<file path="config.mk">
export PLATFORM = sky130hd
export DESIGN_NAME = turn_controller
export DESIGN_NICKNAME = d
export VERILOG_FILES = /design/src/rtl/turn_controller_pkg.sv /design/src/rtl/reveal_timer.sv /design/src/rtl/turn_controller.sv
export SDC_FILE = /design/constraint.sdc
export NUM_CORES = 1
export LEC_CHECK = 0
export BUFFER_PORTS_ARGS = -buffer_cell sky130_fd_sc_hd__clkbuf_2
export CORE_AREA = 2 2 83 85
export CTS_CLUSTER_SIZE = 25
export DETAILED_ROUTE_END_ITERATION = 10
export DIE_AREA = 0 0 85 87
export PLACE_DENSITY = 0.67
export SYNTH_ARGS = -nofsm -noshare
export SYNTH_HDL_FRONTEND = slang
export SYNTH_SLANG_ARGS = --single-unit
</file>
<file path="constraint.sdc">
create_clock -name clk -period 8.43 [get_ports clk]
set_input_delay 1.686 -clock clk [delete_from_list [all_inputs] [get_ports clk]]
set_output_delay 1.686 -clock clk [all_outputs]
set_load 0.01 [all_outputs]
</file>
<file path="src/rtl/turn_controller_pkg.sv">
// rtl/turn_controller_pkg.sv - shared game types and widths for the turn controller
package turn_controller_pkg;

    localparam int NUM_TILES_DEF = 12;
    localparam int TILE_W        = 4;
    localparam int COMBO_W       = 4;
    localparam logic [COMBO_W-1:0] COMBO_MAX = '1;

    typedef enum logic [2:0] {
        ST_IDLE,
        ST_SELECT,
        ST_CHECK,
        ST_REVEAL,
        ST_MOVE,
        ST_ENDTURN,
        ST_WIN
    } state_t;

endpackage

</file>
<file path="src/rtl/reveal_timer.sv">
// rtl/reveal_timer.sv - loadable down-counter; done marks the last cycle of a CYCLES-long window
module reveal_timer #(
    parameter int CYCLES = 4
) (
    input  logic clk,
    input  logic rst,
    input  logic load,
    output logic done
);

    localparam int W = $clog2(CYCLES + 1);

    logic [W-1:0] count;

    always_ff @(posedge clk or posedge rst) begin
        if (rst) begin
            count <= '0;
        end else if (load) begin
            count <= W'(CYCLES);
        end else if (count != '0) begin
            count <= count - W'(1);
        end
    end

    assign done = (count == W'(1));

endmodule

</file>
<file path="src/rtl/turn_controller.sv">
// rtl/turn_controller.sv - turn sequencing FSM driving the board data-path handshake
module turn_controller
    import turn_controller_pkg::*;
#(
    parameter int NUM_TILES     = NUM_TILES_DEF,
    parameter int RESP_LAT      = 1,
    parameter int REVEAL_CYCLES = 50000000
) (
    input  logic                  clk,
    input  logic                  rst,
    input  logic                  start,
    input  logic                  sel_valid,
    input  logic [TILE_W-1:0]     sel_tile,
    input  logic                  go,
    input  logic                  W,
    output logic                  A,
    output logic [TILE_W-1:0]     position_data,
    output logic                  B,
    output logic                  statecombo_next_turn,
    output logic                  reveal_en,
    output logic [COMBO_W-1:0]    combo_cnt,
    output logic [NUM_TILES-1:0]  flipped_mask,
    output logic                  sel_err,
    output logic                  game_over
);

    localparam logic [TILE_W:0] NUM_TILES_V = (TILE_W + 1)'(NUM_TILES);

    state_t state, state_d;
    logic   go_lat, go_lat_d;
    logic   a_d, b_d, next_turn_d, sel_err_d;
    logic [TILE_W-1:0]    pos_d;
    logic [COMBO_W-1:0]   combo_d;
    logic [NUM_TILES-1:0] mask_d;
    logic   lat_load, lat_done, rev_load, rev_done;

    logic [15:0] mask_ext;
    logic [15:0] tile_onehot;

    assign mask_ext    = 16'(flipped_mask);
    assign tile_onehot = 16'(1) << sel_tile;

    // The same handshake window (strobe cycle plus RESP_LAT) serves CHECK and MOVE.
    reveal_timer #(.CYCLES(RESP_LAT + 1)) u_lat_timer (
        .clk  (clk),
        .rst  (rst),
        .load (lat_load),
        .done (lat_done)
    );

    reveal_timer #(.CYCLES(REVEAL_CYCLES)) u_reveal_timer (
        .clk  (clk),
        .rst  (rst),
        .load (rev_load),
        .done (rev_done)
    );

    always_ff @(posedge clk or posedge rst) begin
        if (rst) begin
            state                <= ST_IDLE;
            go_lat               <= 1'b0;
            A                    <= 1'b0;
            B                    <= 1'b0;
            statecombo_next_turn <= 1'b0;
            reveal_en            <= 1'b0;
            sel_err              <= 1'b0;
            game_over            <= 1'b0;
            combo_cnt            <= '0;
            flipped_mask         <= '0;
            position_data        <= '0;
        end else begin
            state                <= state_d;
            go_lat               <= go_lat_d;
            A                    <= a_d;
            B                    <= b_d;
            statecombo_next_turn <= next_turn_d;
            reveal_en            <= (state_d == ST_REVEAL);
            sel_err              <= sel_err_d;
            game_over            <= (state_d == ST_WIN);
            combo_cnt            <= combo_d;
            flipped_mask         <= mask_d;
            position_data        <= pos_d;
        end
    end

    always_comb begin
        state_d     = state;
        go_lat_d    = go_lat;
        a_d         = 1'b0;
        b_d         = 1'b0;
        next_turn_d = 1'b0;
        sel_err_d   = 1'b0;
        pos_d       = position_data;
        combo_d     = combo_cnt;
        mask_d      = flipped_mask;
        lat_load    = 1'b0;
        rev_load    = 1'b0;

        case (state)
            ST_IDLE, ST_WIN: begin
                if (start) begin
                    state_d = ST_SELECT;
                    combo_d = '0;
                    mask_d  = '0;
                end
            end
            ST_SELECT: begin
                if (sel_valid) begin
                    if (({1'b0, sel_tile} >= NUM_TILES_V) || mask_ext[sel_tile]) begin
                        sel_err_d = 1'b1;
                    end else begin
                        a_d      = 1'b1;
                        pos_d    = sel_tile;
                        mask_d   = flipped_mask | tile_onehot[NUM_TILES-1:0];
                        state_d  = ST_CHECK;
                        lat_load = 1'b1;
                    end
                end
            end
            ST_CHECK: begin
                if (lat_done) begin
                    go_lat_d = go;
                    state_d  = ST_REVEAL;
                    rev_load = 1'b1;
                end
            end
            ST_REVEAL: begin
                if (rev_done) begin
                    if (go_lat) begin
                        state_d  = ST_MOVE;
                        b_d      = 1'b1;
                        lat_load = 1'b1;
                    end else begin
                        state_d     = ST_ENDTURN;
                        next_turn_d = 1'b1;
                        mask_d      = '0;
                        combo_d     = '0;
                    end
                end
            end
            ST_MOVE: begin
                if (lat_done) begin
                    if (W) begin
                        state_d = ST_WIN;
                    end else if (flipped_mask == {NUM_TILES{1'b1}}) begin
                        // Board exhausted: the incremented combo is cleared by the turn end anyway.
                        state_d     = ST_ENDTURN;
                        next_turn_d = 1'b1;
                        mask_d      = '0;
                        combo_d     = '0;
                    end else begin
                        state_d = ST_SELECT;
                        combo_d = (combo_cnt == COMBO_MAX) ? combo_cnt : combo_cnt + 1'b1;
                    end
                end
            end
            ST_ENDTURN: begin
                state_d = ST_SELECT;
            end
            default: begin
                state_d = ST_IDLE;
            end
        endcase
    end

endmodule
</file>
==> results of run 1 <==
==> through the flow <==
stage / instances / utilization / hold WS, ns / instance area (sq um)
2_1_floorplan: 324 / - / 0.461 / 3180
3_3_place_gp: 426 / 0.517 / 0.477 / 3400
3_5_place_dp: 426 / 0.517 / 0.490 / 3400
4_1_cts: 441 / 0.543 / 0.506 / 3570
5_1_grt: 441 / 0.543 / 0.534 / 3570
6_report: 441 / 0.543 / 0.507 / 3570
==> per-layer routing <==
metal	vias to the layer above	track usage
met2	88	0.293
met1	1234	0.296
li1	1233	-
met3	11	0.0436
met4	0	0.0823
met5	-	0
==> cell usage after synthesis (6+ instances only) <==
| cell type | n |
|---|---|
| nor4_1 | 11 |
| nor3_1 | 7 |
| clkbuf_1 | 8 |
| or2_2 | 6 |
| o21ai_0 | 13 |
| ha_1 | 6 |
| nand2_1 | 43 |
| mux2_2 | 7 |
| inv_1 | 11 |
| xor2_1 | 14 |
| dfrtp_1 | 58 |
| o41ai_2 | 9 |
| nor2_1 | 24 |
| nand2b_1 | 7 |
| a21oi_1 | 7 |
| nand4_1 | 6 |
| nand3_1 | 16 |
==> area by class of cell <==
| cell class | instances | area, sq um | area share |
|---|---|---|---|
| multi-input combinational | 239 | 1610 | 0.451 |
| sequential | 58 | 1450 | 0.407 |
| timing repair buffer | 38 | 198 | 0.0554 |
| clock buffer | 12 | 155 | 0.0435 |
| tap | 80 | 100 | 0.0281 |
| inverter | 11 | 41.3 | 0.0116 |
| clock inverter | 3 | 15.0 | 0.00421 |
==> registers in the layout, summed over array words and instances (netlist names) <==
| name | flops |
|---|---|
| combo_cnt | 4 |
| go_lat | 1 |
| game_over | 1 |
| state | 3 |
| sel_err | 1 |
| position_data | 4 |
| A | 1 |
| statecombo_next_turn | 1 |
| B | 1 |
| u_reveal_timer.count | 26 |
| u_lat_timer.count | 2 |
| reveal_en | 1 |
| flipped_mask | 12 |
==> cell families (layout without fill, tap and decap cells) <==
| logic type | after synthesis | count (layout) | share of synthesized area |
|---|---|---|---|
| DFF | 58 | 58 | 0.456 |
| xor gates and xnor gates | 19 | 19 | 0.0523 |
| buffers and inverters | 27 | 64 | 0.0393 |
| AOI/OAI and AO/OA | 52 | 52 | 0.135 |
| and+or+nand+nor | 153 | 153 | 0.255 |
| adders and majority gates | 6 | 6 | 0.0236 |
| muxes | 9 | 9 | 0.0389 |
==> critical path, cell delays in order <==
cell	delay, ns
clkbuf_2	0.22
mux2_2	0.36
mux4_2	0.49
o21ai_0	0.32
a21bo_2	0.20
nand4_1	0.55
o41ai_1	0.55
==> power by group through the flow <==
stage,Sequential [mW],Clock [mW],Combinational (mW)
CTS,0.509,0.233,0.438
detailed placement,0.512,0,0.435
global route,0.528,0.245,0.490
floorplan,0.494,0,0.329
global placement,0.508,0,0.422
finish,0.510,0.226,0.437
==> final timing paths <==
kind / endpoint / slack (ns) / cells past startpoint
hold reg to reg: u_lat_timer.count[1]$_DFFE_PP0P_ / 0.51 / 2
setup reg to reg: flipped_mask[6]$_DFFE_PP0P_ / 4.93 / 6
min in group asynchronous: A$_DFF_PP0_ / 1.54 / 3
max in group asynchronous: u_reveal_timer.count[24]$_DFFE_PP0P_ / 6.40 / 3
setup / recovery: flipped_mask[6]$_DFFE_PP0P_ / 4.27 / 7
hold / removal: u_lat_timer.count[1]$_DFFE_PP0P_ / 0.51 / 2
==> flow_metrics.py, run 1 <==
metrics = {
    "timing": {
        "worstMarginPinSlew_ns": 0.759,
        "setup_ws_ns": 4.27,
        "clock_skew_ns": 0.00900,
        "final.setup.tns_ns": 0,
        "rsz0062_at_grt": "no",
        "fin_crit_ns": 4.16,
        "slew_headroom": 0.489,
        "hold_viol": 0,
        "setup_viol": 0,
        "slew_violations": 0,
        "fmax_ghz": 0.240,
        "finalCritPeriodShare": 0.494,
    },
    "power_and_ir_drop": {
        "pwr-share-clk": 0.193,
        "power_per_cell_area_nw_per_um2": 329,
        "switching_share": 0.407,
        "switchingPower_mw": 0.478,
        "seqPwrFrac": 0.435,
        "p_leak_nw": 1.54,
        "combPwrFrac": 0.373,
        "peakVddDrop_mv": 0.156,
        "power_mw": 1.17,
        "p_int_mw": 0.696,
    },
    "setup_path": {
        "cp-start-kind": "input pin",
        "crit_arrival_ns": 4.38,
        "startpoint": "sel_tile[1]",
        "crit_required_ns": 8.65,
        "rr_startpoint": "u_reveal_timer.count[10]$_DFFE_PP0P_",
        "criticalPathCategory": "in -> reg",
        "critPathMaxFanout": 12,
        "worst_setup_path_end_kind": "flop",
    },
    "layout": {
        "final_common_cell": "dfrtp_1",
        "n_fill_cell": 587,
        "final_layout_size_suffix_gt1_frac": 0.235,
        "final_cell_mix": "dfrtp_1 (58), nand2_1 (43), clkbuf_2 (35)",
        "area_growth_pct": 12.1,
        "fin_nets": 373,
        "n_antenna_cell": 0,
    },
    "cts": {
        "cts.clk_slew.worst_paths_ns": 0.06,
        "clk_latency_ns": 0.33,
        "cts_inserted_buffers": 9,
        "post_cts_resize_count": 0,
        "cts_hold_buf": 0,
        "clk_path_buf_depth": 2,
        "cts_tree": "done",
        "cts_setup_buffers": 0,
        "h-tree-depth": 3,
        "cts_sinks": 58,
        "root_buffer": "clkbuf_8",
    },
    "detailed_routing": {
        "wire_per_inst_microns": 16.1,
        "vias": 2566,
        "met3RoutedLength_microns": 396,
        "met1_length_mm": 3.33,
        "drc": 0,
        "route.top_layer_used": "met4",
        "met2WireLength_mm": 3.25,
        "first_pass_iters": 4,
        "postRouteAntennaNets": 0,
        "wl_mm": 7.10,
        "vias_per_cell": 5.82,
        "drtIter0Drc": 153,
    },
    "synthesis": {
        "synth_edf_count": 0,
        "ys_types": 48,
        "ys_dominant_reg_cell": "dfrtp_1",
        "ys_seq_area_frac": 0.456,
        "synth_fp_nets": 340,
        "avgSynthCellArea_sq_um": 9.83,
        "async_reset_ff_frac": 1.00,
        "ys_ff_latch": 58,
        "synthTopCellsByArea": "dfrtp_1 (46%), nand2_1 (5.1%), o41ai_2 (4.6%)",
        "yosysWarnings": 0,
        "synth_top_area_share": 0.456,
        "syn_area_sq_um": 3180,
        "synth_top_area_cell": "dfrtp_1",
        "syn_inst": 324,
    },
    "floorplan": {
        "row_count": 30,
        "start_util": 0.485,
        "fp.dieW_microns": 85,
        "die_h_microns": 87,
        "design.core.area_sq_um": 6570,
        "ios": 36,
        "die_area_sq_um": 7400,
    },
    "placed_design": {
        "place_ws_ns": 3.93,
        "place_hpwl_mm": 4.88,
        "gp_congestion": 0.911,
        "port_buffers": 35,
    },
    "grt": {
        "grt_overflow": 0,
        "grt_pass1_vias": 2423,
        "antenna_found_initial": 0,
        "grt_pass1_wl_mm": 11.9,
        "grt_max_degree": 59,
        "grt_use_total": 0.202,
    },
    "hold_path": {
        "worst_hold_path_type": "reg -> reg",
        "worstHoldStart": "u_lat_timer.count[1]$_DFFE_PP0P_",
    },
    "run_status": {
        "run_status": "completed",
    },
    "job": {
        "cap_violations": 0,
    },
}
(Power assumes the default switching activity.)
==> run 2: changes to the inputs <==
--- a/config.mk
+++ b/config.mk
@@ -10,7 +10,7 @@
 export CTS_CLUSTER_SIZE = 25
 export DETAILED_ROUTE_END_ITERATION = 10
 export DIE_AREA = 0 0 85 87
-export PLACE_DENSITY = 0.67
+export PLACE_DENSITY = 0.7
 export SYNTH_ARGS = -nofsm -noshare
 export SYNTH_HDL_FRONTEND = slang
 export SYNTH_SLANG_ARGS = --single-unit
==> constraint.sdc (replaced) <==
create_clock -name clk -period 3.8 [get_ports clk]
set_input_delay 0.76 -clock clk [delete_from_list [all_inputs] [get_ports clk]]
set_output_delay 0.76 -clock clk [all_outputs]
set_load 0.01 [all_outputs]
==> run 2 against run 1 <==
Against the previous run:
- cell count is 0.68% higher
- clock-buffer cell count stayed put
- hold slack worse by 0.011 ns
- register-to-register slack worse by 4.2 ns
- setup slack worse by 3.5 ns
- non-clock buffer count is 2 higher
- global-route usage is 0.30 points lower
- power is 140% higher
==> flow_metrics.py, run 2 (synthesis results as in run 1) <==
metrics = {
    "run_status": {
        "run_status": "completed",
    },
    "cts": {
        "clk_path_buf_depth": 2,
        "post_cts_resize_count": 0,
        "h-tree-depth": 3,
        "cts_tree": "done",
        "root_buffer": "clkbuf_8",
        "cts_setup_buffers": 0,
        "cts_hold_buf": 0,
        "cts.clk_slew.worst_paths_ns": 0.07,
        "cts_inserted_buffers": 9,
        "cts_sinks": 58,
        "clk_latency_ns": 0.34,
    },
    "detailed_routing": {
        "vias": 2520,
        "drtIter0Drc": 151,
        "wire_per_inst_microns": 15.5,
        "wl_mm": 6.87,
        "vias_per_cell": 5.68,
        "first_pass_iters": 4,
        "postRouteAntennaNets": 0,
        "drc": 0,
    },
    "setup_path": {
        "rr_startpoint": "u_reveal_timer.count[10]$_DFFE_PP0P_",
        "critical-path-max-stage-delay_ns": 0.57,
        "critPathBufInv": 1,
        "r2r.worst_path.cells": 7,
        "crit_required_ns": 4.02,
        "crit_slowest_cell": "or4_4",
        "cpLargestDelayFamily": "simple AND/OR/NAND/NOR gates",
        "crit_arrival_ns": 3.28,
        "criticalPathCategory": "reg -> reg",
        "cp-start-kind": "flop",
        "worst_setup_path_end_kind": "flop",
        "ff2ff_setup_slack_ns": 0.74,
        "path_cells": "or4_4, or4_1, or4b_4, o21ai_1, nand4_1, buf_4, o41ai_1",
        "critPathMaxFanout": 12,
        "reg2reg_to": "flipped_mask[7]$_DFFE_PP0P_",
    },
    "grt": {
        "grt_pass1_vias": 2463,
        "grt_overflow": 0,
        "grt_max_degree": 36,
        "grt_pass1_wl_mm": 11.7,
        "grt_use_total": 0.199,
        "antenna_found_initial": 0,
    },
    "layout": {
        "largest_register": "u_reveal_timer.count",
        "fin_area_sq_um": 3670,
        "fin_nets": 375,
        "largest_reg_flops": 26,
        "n_antenna_cell": 0,
        "n_fill_cell": 573,
        "final_layout_size_suffix_gt1_frac": 0.242,
        "top_regs": "u_reveal_timer.count (26), flipped_mask (12)",
        "final_cell_mix": "dfrtp_1 (58), nand2_1 (43), clkbuf_2 (35)",
        "area_growth_pct": 15.1,
        "final_common_cell": "dfrtp_1",
    },
    "placed_design": {
        "place_ws_ns": 0.629,
        "place_hpwl_mm": 4.82,
        "gp_congestion": 0.866,
        "place_area_sq_um": 3410,
        "port_buffers": 35,
    },
    "hold_path": {
        "whs_endpoint": "u_lat_timer.count[1]$_DFFE_PP0P_",
        "worstHoldStart": "u_lat_timer.count[1]$_DFFE_PP0P_",
        "hold_path_depth": 2,
        "worst_hold_path_type": "reg -> reg",
    },
    "timing": {
        "slew_headroom": 0.490,
        "setup_ws_ns": 0.743,
        "worstMarginPinSlew_ns": 0.764,
        "setup_viol": 0,
        "fmax_ghz": 0.327,
        "finalCritPeriodShare": 0.804,
        "clock_skew_ns": 0.0136,
        "slew_violations": 0,
        "rsz0062_at_grt": "no",
        "final.setup.tns_ns": 0,
        "fin_crit_ns": 3.06,
        "hold_viol": 0,
    },
    "floorplan": {
        "fp.dieW_microns": 85,
        "design.core.area_sq_um": 6570,
        "start_util": 0.485,
        "die_h_microns": 87,
        "ios": 36,
        "die_area_sq_um": 7400,
        "row_count": 30,
    },
    "power_and_ir_drop": {
        "peakVddDrop_mv": 0.456,
        "p_leak_nw": 1.59,
        "power_per_cell_area_nw_per_um2": 769,
    },
    "job": {
        "cap_violations": 0,
    },
}
==> run 2: cell count changes in the layout (fill, tap and decap cells not counted), sizes merged <==
cell,before,now
buf,3,5
clkinv,3,0
clkinvlp,0,1
bufinv,0,3
==> run 2: through the flow <==
| stage | total power [mW] | instances | hold WS, ns | util |
|---|---|---|---|---|
| after floorplan | 1.83 | 324 | 0.461 | - |
| after global placement | 2.08 | 428 | 0.479 | 0.520 |
| after detailed placement | 2.11 | 428 | 0.480 | 0.520 |
| after CTS | 2.83 | 444 | 0.496 | 0.558 |
| after global routing | 3.01 | 444 | 0.528 | 0.558 |
| final | 2.82 | 444 | 0.496 | 0.558 |
==> run 2: cell type report <==
cell class	count	area, sq um	area share
multi-input cells	239	1610	0.439
flip-flops and latches	58	1450	0.396
repair buffers	40	213	0.0580
clock buffers	12	155	0.0423
well taps	80	100	0.0273
clock inverters	4	97.6	0.0266
inverters	11	41.3	0.0113
==> run 2: worst reg2reg max path: stages, from the launching register on <==
cell	delay, ns
dfrtp_1	0.43
or4_4	0.57
or4_1	0.54
or4b_4	0.57
o21ai_1	0.14
nand4_1	0.10
buf_4	0.23
o41ai_1	0.36
==> run 2: where the power goes <==
group          switching [mW]  leakage (nW)  internal (mW)
combinational           0.548         0.745          0.428
clock                   0.245         0.123          0.472
sequential              0.267         0.717          0.859
==> run 2: per-layer routing <==
layer / wire length, microns / part of all wire / track usage / vias to the layer above
met5: 0 / 0 / 0 / -
met4: 136 / 0.020 / 0.0866 / 0
met3: 204 / 0.030 / 0.0408 / 12
met2: 3160 / 0.46 / 0.315 / 50
met1: 3370 / 0.49 / 0.268 / 1222
li1: - / - / - / 1236
==> run 2: how the worst max path moves through the flow <==
stage | cells past startpoint | endpoint | start
2_1_floorplan | 9 | u_reveal_timer.count[20]$_DFFE_PP0P_ | u_reveal_timer.count[3]$_DFFE_PP0P_
6_report | 7 | flipped_mask[7]$_DFFE_PP0P_ | u_reveal_timer.count[10]$_DFFE_PP0P_
5_1_grt | 7 | flipped_mask[7]$_DFFE_PP0P_ | u_reveal_timer.count[10]$_DFFE_PP0P_
3_3_place_gp | 8 | flipped_mask[7]$_DFFE_PP0P_ | sel_tile[1]
4_1_cts | 7 | flipped_mask[7]$_DFFE_PP0P_ | u_reveal_timer.count[10]$_DFFE_PP0P_
3_5_place_dp | 8 | flipped_mask[7]$_DFFE_PP0P_ | sel_tile[1]
==> run 3: changes to the inputs <==
==> constraint.sdc (replaced) <==
create_clock -name clk -period 2.75 [get_ports clk]
set_input_delay 0.55 -clock clk [delete_from_list [all_inputs] [get_ports clk]]
set_output_delay 0.55 -clock clk [all_outputs]
set_load 0.01 [all_outputs]
==> run 3 against run 2 <==
Against the previous run:
- the run now ends with negative setup slack left
- setup slack got worse by 0.92 ns
- cell count rose by 7.7%
- via count rose by 11%
- flip-flop and latch count did not move
- sequential share of layout area fell by 3.7 points
- maximum frequency rose by 4.5%
- hold slack got worse by 0.35 ns
- design area rose by 10%
- clock skew fell by 0.0077 ns
- largest power group is now combinational cells
- non-clock buffer count rose by 34
- critical path depth did not move
==> flow_metrics.py, run 3 (synthesis results as in run 1) <==
metrics = {
    "layout": {
        "fin_nets": 409,
        "fin_area_sq_um": 4040,
        "final_common_cell": "dfrtp_1",
        "top_regs": "u_reveal_timer.count (26), flipped_mask (12)",
        "n_fill_cell": 530,
        "instances_no_fill": 478,
        "area_growth_pct": 27.0,
        "final_cell_mix": "dfrtp_1 (58), nand2_1 (42), clkbuf_2 (35)",
        "largest_reg_flops": 26,
        "final_layout_size_suffix_gt1_frac": 0.342,
        "largest_register": "u_reveal_timer.count",
        "n_antenna_cell": 0,
        "final_util": 0.615,
    },
    "power_and_ir_drop": {
        "p_leak_nw": 1.82,
        "switching_share": 0.390,
        "power_per_cell_area_nw_per_um2": 1050,
        "combPwrFrac": 0.431,
        "p_int_mw": 2.58,
        "seqPwrFrac": 0.359,
        "switchingPower_mw": 1.65,
        "peakVddDrop_mv": 0.636,
        "pwr-share-clk": 0.209,
    },
    "setup_path": {
        "crit_required_ns": 3.00,
        "r2r.worst_path.cells": 7,
        "startpoint": "u_reveal_timer.count[12]$_DFFE_PP0P_",
        "critPathMaxFanout": 6,
        "criticalPathCategory": "reg -> reg",
        "crit_arrival_ns": 3.17,
        "worst_setup_path_end_kind": "flop",
        "cp-start-kind": "flop",
        "rr_startpoint": "u_reveal_timer.count[12]$_DFFE_PP0P_",
    },
    "timing": {
        "hold_viol": 0,
        "worstMarginPinSlew_ns": 0.638,
        "hold_ws_ns": 0.150,
        "setup_ws_ns": -0.176,
        "slew_violations": 0,
        "setup_viol": 15,
        "fin_crit_ns": 2.93,
        "fmax_ghz": 0.342,
        "rsz0062_at_grt": "yes",
        "finalCritPeriodShare": 1.06,
        "slew_headroom": 0.575,
        "clock_skew_ns": 0.00598,
    },
    "floorplan": {
        "row_count": 30,
        "start_util": 0.485,
        "die_h_microns": 87,
        "die_area_sq_um": 7400,
        "design.core.area_sq_um": 6570,
        "fp.dieW_microns": 85,
        "ios": 36,
    },
    "grt": {
        "grt_overflow": 0,
        "grt_max_degree": 24,
        "grt_pass1_wl_mm": 12.6,
        "grt_use_total": 0.213,
        "grt_pass1_vias": 2605,
        "antenna_found_initial": 0,
    },
    "cts": {
        "clk_latency_ns": 0.35,
        "cts.clk_slew.worst_paths_ns": 0.07,
        "h-tree-depth": 3,
        "cts_inserted_buffers": 9,
        "cts_sinks": 58,
        "clk_path_buf_depth": 2,
        "cts_hold_buf": 0,
        "cts_tree": "done",
        "root_buffer": "clkbuf_8",
    },
    "placed_design": {
        "place_area_sq_um": 3650,
        "place_hpwl_mm": 5.30,
        "port_buffers": 35,
        "place_inst": 457,
        "gp_congestion": 0.898,
        "place_ws_ns": -0.193,
    },
    "run_status": {
        "run_status": "complete, but fails checks",
        "violations": "negative setup slack",
    },
    "detailed_routing": {
        "drc": 0,
        "vias_per_cell": 5.85,
        "postRouteAntennaNets": 0,
        "wl_mm": 7.73,
        "vias": 2797,
        "first_pass_iters": 4,
        "drtIter0Drc": 162,
        "wire_per_inst_microns": 16.2,
    },
    "job": {
        "cap_violations": 0,
    },
    "hold_path": {
        "worst_hold_path_type": "in -> async",
    },
}
[run 3: critical path, stage by stage, from the launching register on]
cell     delay, ns
dfrtp_1       0.38
or4_4         0.55
or4_4         0.53
or4b_4        0.52
o21ai_2       0.13
nand4_1       0.18
buf_6         0.22
o41ai_4       0.31
[run 3: per-layer routing]
layer,vias up,wire length [microns],track usage
met2,75,3630,0.322
li1,1313,-,-
met5,-,0,0
met3,16,348,0.0360
met4,0,178,0.0981
met1,1393,3570,0.300
[run 3: cell type report]
| class | count | area (sq um) | area share |
|---|---|---|---|
| Multi-Input combinational cell | 239 | 1730 | 0.428 |
| Sequential cell | 58 | 1450 | 0.359 |
| Timing Repair Buffer | 74 | 499 | 0.123 |
| Clock buffer | 11 | 141 | 0.0350 |
| Tap cell | 80 | 100 | 0.0248 |
| Clock inverter | 5 | 77.6 | 0.0192 |
| Inverter | 11 | 41.3 | 0.0102 |
[run 3: path summary, 6_finish.rpt]
path / endpoint / slack (ns)
setup / recovery: flipped_mask[4]$_DFFE_PP0P_ / -0.18
hold / removal: u_reveal_timer.count[24]$_DFFE_PP0P_ / 0.15
setup reg to reg: flipped_mask[4]$_DFFE_PP0P_ / -0.18
hold reg to reg: position_data[3]$_DFFE_PP0P_ / 0.51
max in group asynchronous: u_reveal_timer.count[13]$_DFFE_PP0P_ / 1.96
min in group clk: go_lat$_DFFE_PP0P_ / 0.42
[run 3: power by group through the flow]
stage          clock network, mW  registers [mW]  logic, mW
2_1_floorplan                  0            1.51       1.01
4_1_cts                    0.891            1.50       1.71
5_1_grt                    0.929            1.56       2.01
3_5_place_dp                   0            1.52       1.63
6_report                   0.885            1.52       1.82
3_3_place_gp                   0            1.50       1.60
[run 3: timing repair]
item	CTS	global route
setup endpoints to repair	16	29
resized for setup	7	22
pin swaps	10	10
gates cloned	1	0
setup buffers	1	3
[run 3: through the flow]
stage | power [mW] | setup TNS [ns]
2_1_floorplan | 2.52 | -0.996
3_3_place_gp | 3.09 | -1.22
3_5_place_dp | 3.15 | -1.78
4_1_cts | 4.11 | -1.15
5_1_grt | 4.50 | -1.97
6_report | 4.23 | -1.30
